## src/rtl/coin_credit_acceptor_if.sv

```systemverilog
// Bundle of coin/button inputs, downstream feedback and commit/refund outputs
// shared between the coin credit acceptor and whoever drives or observes it.
interface coin_credit_acceptor_if;
  logic       coin1;
  logic       coin5;
  logic       coin10;
  logic       confirm;
  logic       cancel;
  logic [9:0] remain;
  logic [9:0] money;
  logic       set;
  logic [9:0] refund;
  logic       refund_valid;
  logic [9:0] pending;
  logic       coin_reject;
  logic [1:0] state;

  modport slave (
    input  coin1, coin5, coin10, confirm, cancel, remain,
    output money, set, refund, refund_valid, pending, coin_reject, state
  );

  modport master (
    output coin1, coin5, coin10, confirm, cancel, remain,
    input  money, set, refund, refund_valid, pending, coin_reject, state
  );
endinterface

```

## src/rtl/coin_credit_acceptor.sv

```systemverilog
// Coin credit acceptor: collects coins into pending credit, commits or refunds it.
// Optional macro BONUS_CREDIT_EN adds BONUS_AMT units at commit when pending >= BONUS_THRESH.
module coin_credit_acceptor #(
  parameter int MAX_CREDIT   = 500,
  parameter int TIMEOUT_CYC  = 1000,
  parameter int DEB_CYC      = 4,
  parameter int BONUS_THRESH = 50,
  parameter int BONUS_AMT    = 5
) (
  input logic                   clk,
  input logic                   rst_n,
  coin_credit_acceptor_if.slave bus
);

  typedef enum logic [1:0] {
    IDLE    = 2'd0,
    COLLECT = 2'd1,
    COMMIT  = 2'd2,
    REFUND  = 2'd3
  } state_t;

  localparam int TW = $clog2(TIMEOUT_CYC + 1);
  localparam int CW = $clog2(DEB_CYC + 1);

  generate
    if (MAX_CREDIT > 1023 || MAX_CREDIT < 1) begin : g_max_check
      $error("MAX_CREDIT must be in 1..1023");
    end
  endgenerate

  // Bit order: {cancel, confirm, coin10, coin5, coin1}
  logic [4:0] raw;
  logic [4:0] sync1_reg;
  logic [4:0] sync2_reg;
  logic [2:0] coin_prev_reg;
  logic [2:0] coin_evt;
  logic [1:0] press;

  assign raw = {bus.cancel, bus.confirm, bus.coin10, bus.coin5, bus.coin1};

  genvar gi;
  generate
    for (gi = 0; gi < 5; gi++) begin : g_sync
      always_ff @(posedge clk or negedge rst_n) begin
        if (!rst_n) begin
          sync1_reg[gi] <= 1'b0;
          sync2_reg[gi] <= 1'b0;
        end else begin
          sync1_reg[gi] <= raw[gi];
          sync2_reg[gi] <= sync1_reg[gi];
        end
      end
    end

    for (gi = 0; gi < 3; gi++) begin : g_coin_edge
      always_ff @(posedge clk or negedge rst_n) begin
        if (!rst_n) coin_prev_reg[gi] <= 1'b0;
        else        coin_prev_reg[gi] <= sync2_reg[gi];
      end
      assign coin_evt[gi] = sync2_reg[gi] & ~coin_prev_reg[gi];
    end

    // One press pulse after DEB_CYC stable-high cycles; re-armed only by a low level.
    for (gi = 0; gi < 2; gi++) begin : g_button
      logic [CW-1:0] cnt_reg;
      logic          armed_reg;
      logic          press_reg;
      always_ff @(posedge clk or negedge rst_n) begin
        if (!rst_n) begin
          cnt_reg   <= '0;
          armed_reg <= 1'b1;
          press_reg <= 1'b0;
        end else if (!sync2_reg[3+gi]) begin
          cnt_reg   <= '0;
          armed_reg <= 1'b1;
          press_reg <= 1'b0;
        end else if (armed_reg && cnt_reg == CW'(DEB_CYC - 1)) begin
          cnt_reg   <= '0;
          armed_reg <= 1'b0;
          press_reg <= 1'b1;
        end else begin
          if (armed_reg) cnt_reg <= cnt_reg + CW'(1);
          press_reg <= 1'b0;
        end
      end
      assign press[gi] = press_reg;
    end
  endgenerate

  logic confirm_press;
  logic cancel_press;
  assign confirm_press = press[0];
  assign cancel_press  = press[1];

  state_t        state_reg, state_next;
  logic [9:0]    pending_reg, pending_next;
  logic [TW-1:0] timer_reg, timer_next;
  logic [9:0]    money_reg, money_next;
  logic          set_reg, set_next;
  logic [9:0]    refund_reg, refund_next;
  logic          refund_valid_reg, refund_valid_next;
  logic          reject_reg, reject_next;

  logic [10:0] sum;
  logic [10:0] total;
  logic        any_coin;
  logic        accept;
  logic [10:0] space;
  logic [10:0] credit;
  logic [9:0]  money_amt;
  logic [9:0]  over;

  assign sum      = (coin_evt[0] ? 11'd1 : 11'd0) + (coin_evt[1] ? 11'd5 : 11'd0)
                  + (coin_evt[2] ? 11'd10 : 11'd0);
  assign total    = {1'b0, pending_reg} + sum;
  assign any_coin = |coin_evt;
  assign accept   = any_coin && (total <= 11'(MAX_CREDIT))
                  && (state_reg == IDLE || state_reg == COLLECT);

  assign space = 11'd1023 - {1'b0, bus.remain};

`ifdef BONUS_CREDIT_EN
  assign credit = ({1'b0, pending_reg} >= 11'(BONUS_THRESH))
                ? {1'b0, pending_reg} + 11'(BONUS_AMT) : {1'b0, pending_reg};
`else
  assign credit = {1'b0, pending_reg};
  generate
    if (BONUS_THRESH < 0 || BONUS_AMT < 0) begin : g_bonus_check
      $error("bonus parameters must be non-negative");
    end
  endgenerate
`endif

  // Bonus units only ever land in money; the refund is based on real coins alone.
  assign money_amt = (credit <= space) ? credit[9:0] : space[9:0];
  assign over      = ({1'b0, pending_reg} > space) ? (pending_reg - space[9:0]) : 10'd0;

  always_ff @(posedge clk or negedge rst_n) begin
    if (!rst_n) begin
      state_reg        <= IDLE;
      pending_reg      <= '0;
      timer_reg        <= '0;
      money_reg        <= '0;
      set_reg          <= 1'b0;
      refund_reg       <= '0;
      refund_valid_reg <= 1'b0;
      reject_reg       <= 1'b0;
    end else begin
      state_reg        <= state_next;
      pending_reg      <= pending_next;
      timer_reg        <= timer_next;
      money_reg        <= money_next;
      set_reg          <= set_next;
      refund_reg       <= refund_next;
      refund_valid_reg <= refund_valid_next;
      reject_reg       <= reject_next;
    end
  end

  always_comb begin
    state_next        = state_reg;
    pending_next      = pending_reg;
    timer_next        = timer_reg;
    money_next        = '0;
    set_next          = 1'b0;
    refund_next       = '0;
    refund_valid_next = 1'b0;
    reject_next       = any_coin && !accept;

    case (state_reg)
      IDLE: begin
        if (accept) begin
          pending_next = total[9:0];
          timer_next   = '0;
          state_next   = COLLECT;
        end
      end
      COLLECT: begin
        if (accept) begin
          pending_next = total[9:0];
          timer_next   = '0;
        end else begin
          timer_next   = timer_reg + TW'(1);
        end
        if (cancel_press)
          state_next = REFUND;
        else if (confirm_press || (!accept && timer_reg == TW'(TIMEOUT_CYC - 1)))
          state_next = COMMIT;
      end
      COMMIT: begin
        money_next        = money_amt;
        set_next          = (money_amt != 10'd0);
        refund_next       = over;
        refund_valid_next = (over != 10'd0);
        pending_next      = '0;
        state_next        = IDLE;
      end
      REFUND: begin
        refund_next       = pending_reg;
        refund_valid_next = 1'b1;
        pending_next      = '0;
        state_next        = IDLE;
      end
      default: state_next = IDLE;
    endcase
  end

  assign bus.money        = money_reg;
  assign bus.set          = set_reg;
  assign bus.refund       = refund_reg;
  assign bus.refund_valid = refund_valid_reg;
  assign bus.pending      = pending_reg;
  assign bus.coin_reject  = reject_reg;
  assign bus.state        = state_reg;

endmodule

```

## src/flat_wrapper.sv

```systemverilog
// flat-port wrapper written by rule: the top's interface ports become plain ports
module coin_credit_acceptor_flat 
#(
  parameter int MAX_CREDIT   = 500,
  parameter int TIMEOUT_CYC  = 1000,
  parameter int DEB_CYC      = 4,
  parameter int BONUS_THRESH = 50,
  parameter int BONUS_AMT    = 5
)
  (clk, rst_n, bus_coin1, bus_coin5, bus_coin10, bus_confirm, bus_cancel, bus_remain, bus_money, bus_set, bus_refund, bus_refund_valid, bus_pending, bus_coin_reject, bus_state);
  coin_credit_acceptor_if bus_i ();
  input logic clk;
  input logic rst_n;
  input wire logic [$bits(bus_i.coin1)-1:0] bus_coin1;
  input wire logic [$bits(bus_i.coin5)-1:0] bus_coin5;
  input wire logic [$bits(bus_i.coin10)-1:0] bus_coin10;
  input wire logic [$bits(bus_i.confirm)-1:0] bus_confirm;
  input wire logic [$bits(bus_i.cancel)-1:0] bus_cancel;
  input wire logic [$bits(bus_i.remain)-1:0] bus_remain;
  output wire logic [$bits(bus_i.money)-1:0] bus_money;
  output wire logic [$bits(bus_i.set)-1:0] bus_set;
  output wire logic [$bits(bus_i.refund)-1:0] bus_refund;
  output wire logic [$bits(bus_i.refund_valid)-1:0] bus_refund_valid;
  output wire logic [$bits(bus_i.pending)-1:0] bus_pending;
  output wire logic [$bits(bus_i.coin_reject)-1:0] bus_coin_reject;
  output wire logic [$bits(bus_i.state)-1:0] bus_state;
  assign bus_i.coin1 = bus_coin1;
  assign bus_i.coin5 = bus_coin5;
  assign bus_i.coin10 = bus_coin10;
  assign bus_i.confirm = bus_confirm;
  assign bus_i.cancel = bus_cancel;
  assign bus_i.remain = bus_remain;
  assign bus_money = bus_i.money;
  assign bus_set = bus_i.set;
  assign bus_refund = bus_i.refund;
  assign bus_refund_valid = bus_i.refund_valid;
  assign bus_pending = bus_i.pending;
  assign bus_coin_reject = bus_i.coin_reject;
  assign bus_state = bus_i.state;
  coin_credit_acceptor #(.MAX_CREDIT(MAX_CREDIT), .TIMEOUT_CYC(TIMEOUT_CYC), .DEB_CYC(DEB_CYC), .BONUS_THRESH(BONUS_THRESH), .BONUS_AMT(BONUS_AMT)) u_core (.clk(clk), .rst_n(rst_n), .bus(bus_i));
endmodule
```

## config.mk

```make
export PLATFORM = sky130hd
export DESIGN_NAME = coin_credit_acceptor_flat
export DESIGN_NICKNAME = d
export VERILOG_FILES = /design/src/rtl/coin_credit_acceptor_if.sv /design/src/rtl/coin_credit_acceptor.sv /design/src/flat_wrapper.sv
export SDC_FILE = /design/constraint.sdc
export NUM_CORES = 1
export LEC_CHECK = 0
export ABC_CLOCK_PERIOD_IN_PS = 3800
export CAP_MARGIN = 40
export CORE_MARGIN = 1
export CORE_UTILIZATION = 50
export CTS_BUF_LIST = sky130_fd_sc_hd__clkbuf_4
export CTS_CLUSTER_DIAMETER = 30
export CTS_CLUSTER_SIZE = 24
export DETAILED_ROUTE_END_ITERATION = 6
export PLACE_DENSITY = 0.79
export SLEW_MARGIN = 40
export SYNTH_ARGS = -nofsm -noshare
export SYNTH_HDL_FRONTEND = slang
export SYNTH_SLANG_ARGS = --single-unit
```

## constraint.sdc

```tcl
create_clock -name clk -period 3.8 [get_ports clk]
set_clock_uncertainty 0.1 [all_clocks]
set_input_delay 0.76 -clock clk [delete_from_list [all_inputs] [get_ports clk]]
set_output_delay 0.76 -clock clk [all_outputs]
set_load 0.005 [all_outputs]
```

==> results.toml <==
[cells_and_area]
diodes = 0
syn_to_final_growth_pct = 20.28
fin_nets = 446
drive_gt1_share_pct = 7.952
fin_area_um2 = 4237

[detailed_routing]
wire_per_inst_um = 14.96
postRouteAntennaNets = 0
drt_iter0_markers = 133
viasPerCell = 5.540
drt_wl_total_um = 7646
drtPass1Iterations = 4
drc_errors = 0
vias = 2831

[clock_tree]
cts_buffers = 9
cts_tree = "yes"
cts_setup_buffers = 0
clk_pin_slew_ns = 0.12
cts-root-buf = "clkbuf_4"
clock_sinks = 68
insertion_delay_ns = 0.41
cts_buffer_depth = 2
htreeDepth = 3

[power]
p_leak_uw = 0.001865
vdd_drop_max_mv = 0.2536
p_per_area_nw_per_um2 = 545.3

[logic_synthesis]
yosysTopAreaCellShare_pct = 46.89
synth_top_area_cell = "dfrtp_1"
synth.distinct_cells = 51
synth_seq_cells = 68
synth-async-reset-ratio_pct = 100.0
synth_ff_type = "dfrtp_1"
synth.net_count = 394
netlist_instances = 359
synth-edff-count = 0
ys_seq_area_share_pct = 48.38
yosysWarnings = 0
synthMostInstantiatedCell = "dfrtp_1"
synth_area_leaders = "dfrtp_1 (47%), nor2_1 (6.1%), ha_1 (5.7%)"
syn_area_um2 = 3522
avgSynthCellArea_um2 = 9.811
yosys-top-cells-count = "dfrtp_1 (66), nor2_1 (57), nand2_1 (25)"

[die]
start_util_pct = 51.84
die_area_um2 = 7384
rows = 30
die_h_um = 85.93
core-area_um2 = 6794
die_w_um = 85.93
io_pins = 52

[placed_design]
hpwl_um = 5480
gp_congestion = 0.9031
port_buffers = 51
placed_area_um2 = 4123

[grt]
grt_overflow = 0
grtUsageTotal_pct = 23.11
grt_pass1_wl_um = 13060
antenna_found_initial = 0
grt_max_degree = 49
top_usage_layer = "met2"
use_met3_pct = 4.331
grt_util_met2_pct = 39.90
grt_pass1_vias = 2855
use_met1_pct = 27.80

[timing]
post-route-period-util_pct = 93.46
rsz0062_at_grt = "false"
setup_violations = 0
fin_tns_setup_ns = 0
max_freq_ghz = 0.2816
max_slew_margin_pct = 52.56
max_slew.worst_pin.slew_ns = 0.7116
hold_viol = 0
final.min_clock_period_ns = 3.551
slew_viol_final = 0

[worst_setup_path]
cp.required_ns = 4.04
arrival_ns = 3.79
cp_max_fo = 12
crit_type = "register to register"
startpoint_type = "register"
end_kind = "register"

[worst_hold_path]
holdCritPathClass = "input pin to async pin"

[outcome]
status = "completed"

[run]
drv_cap = 0
-- report_power, final --
group          switching [µW]  internal [µW]  total, µW
Sequential                124            815        939
Clock                     257            135        392
Combinational             526            454        979
Total                     907           1400       2310
-- final cells by class --
type                            instances  area, µm²
Fill cell                             583       2557
Sequential cell                        68       1704
Multi-Input combinational cell        260       1690
Timing Repair Buffer                   59      568.0
Tap cell                               96      120.1
Clock buffer                           10      75.07
Inverter                               13      48.80
Clock inverter                          5      30.03
-- final timing paths --
check / from / end / slack, ns / cells after the start
min in group clk: u_core.sync1_reg[4] / u_core.sync2_reg[4] / 0.26 / 0
worst max-delay path: u_core.sync2_reg[1] / u_core.bus.pending[7] / 0.25 / 14
worst min register to register: u_core.sync1_reg[4] / u_core.sync2_reg[4] / 0.26 / 0
worst min-delay path: rst_n / u_core.bus.money[5] / 0.23 / 1
worst max register to register: u_core.sync2_reg[1] / u_core.bus.pending[7] / 0.25 / 14
max in group asynchronous: rst_n / u_core.g_button[1].armed_reg / 2.70 / 2
-- cell usage in the layout (no fill, tap or decap), types with 3 or more instances in the layout --
master	instances
clkdlybuf4s50_1	50
and3_1	3
nor3_1	6
a21boi_0	4
dfrtp_1	66
clkinv_2	3
a21o_1	5
clkbuf_4	10
ha_1	16
a22oi_1	9
xnor2_1	12
buf_4	9
nand3_1	8
o21ai_1	4
nand2b_1	6
inv_1	13
nand2_1	25
nand4_1	7
nor2b_1	4
xor2_1	10
and2_1	4
nor2_1	56
mux2i_1	6
o21ai_0	5
a21oi_1	19
nor4_1	4
or3_1	4
a211oi_1	14
-- through the flow --
step / power [µW] / instances / hold slack (ns) / utilization [%] / worst slack [ns]
finish: 2310 / 511 / 0.2276 / 62.36 / 0.2485
global route: 2486 / 511 / 0.2643 / 62.36 / 0.04283
CTS: 2316 / 511 / 0.2413 / 62.23 / 0.1030
detailed placement: 1921 / 496 / 0.2362 / 60.68 / 0.1252
global placement: 1890 / 496 / 0.2348 / 60.64 / 0.3506
floorplan: 1579 / 359 / 0.2312 / - / 0.6805
-- worst max-delay path: stages, from the launching register on --
cell and delay [ns]:
dfrtp_1 0.41, and2b_1 0.23, xor2_1 0.18, ha_1 0.20, nor2_1 0.14, fa_1 0.18, inv_1 0.06, maj3_1 0.38
a31oi_2 0.32, nand2_1 0.09, mux2i_1 0.27, o211ai_4 0.18, buf_4 0.21, or4_1 0.39, a21oi_1 0.15
-- layer usage --
metal | up-vias | share of wire [%]
met2 | 89 | 50
met1 | 1368 | 42
met4 | 0 | 1.9
met5 | - | 0
met3 | 15 | 5.6
li1 | 1359 | -
-- what timing repair did --
item / 4_1_cts / 5_1_grt
hold buffers: 0 / 0
gates resized for setup: 0 / 2
setup endpoints to repair: 0 / 13
-- kinds of logic (layout without fill, tap and decap cells) --
logic type | Yosys count | count (layout) | share of synthesized area (%)
mux | 6 | 6 | 1.705
flops | 68 | 68 | 48.38
simple gates | 140 | 140 | 19.33
buf+inv | 31 | 87 | 3.872
compound gates | 73 | 73 | 14.14
xor+xnor | 22 | 22 | 5.471
fa+ha+maj | 19 | 19 | 7.105
(Power assumes the default switching activity.)
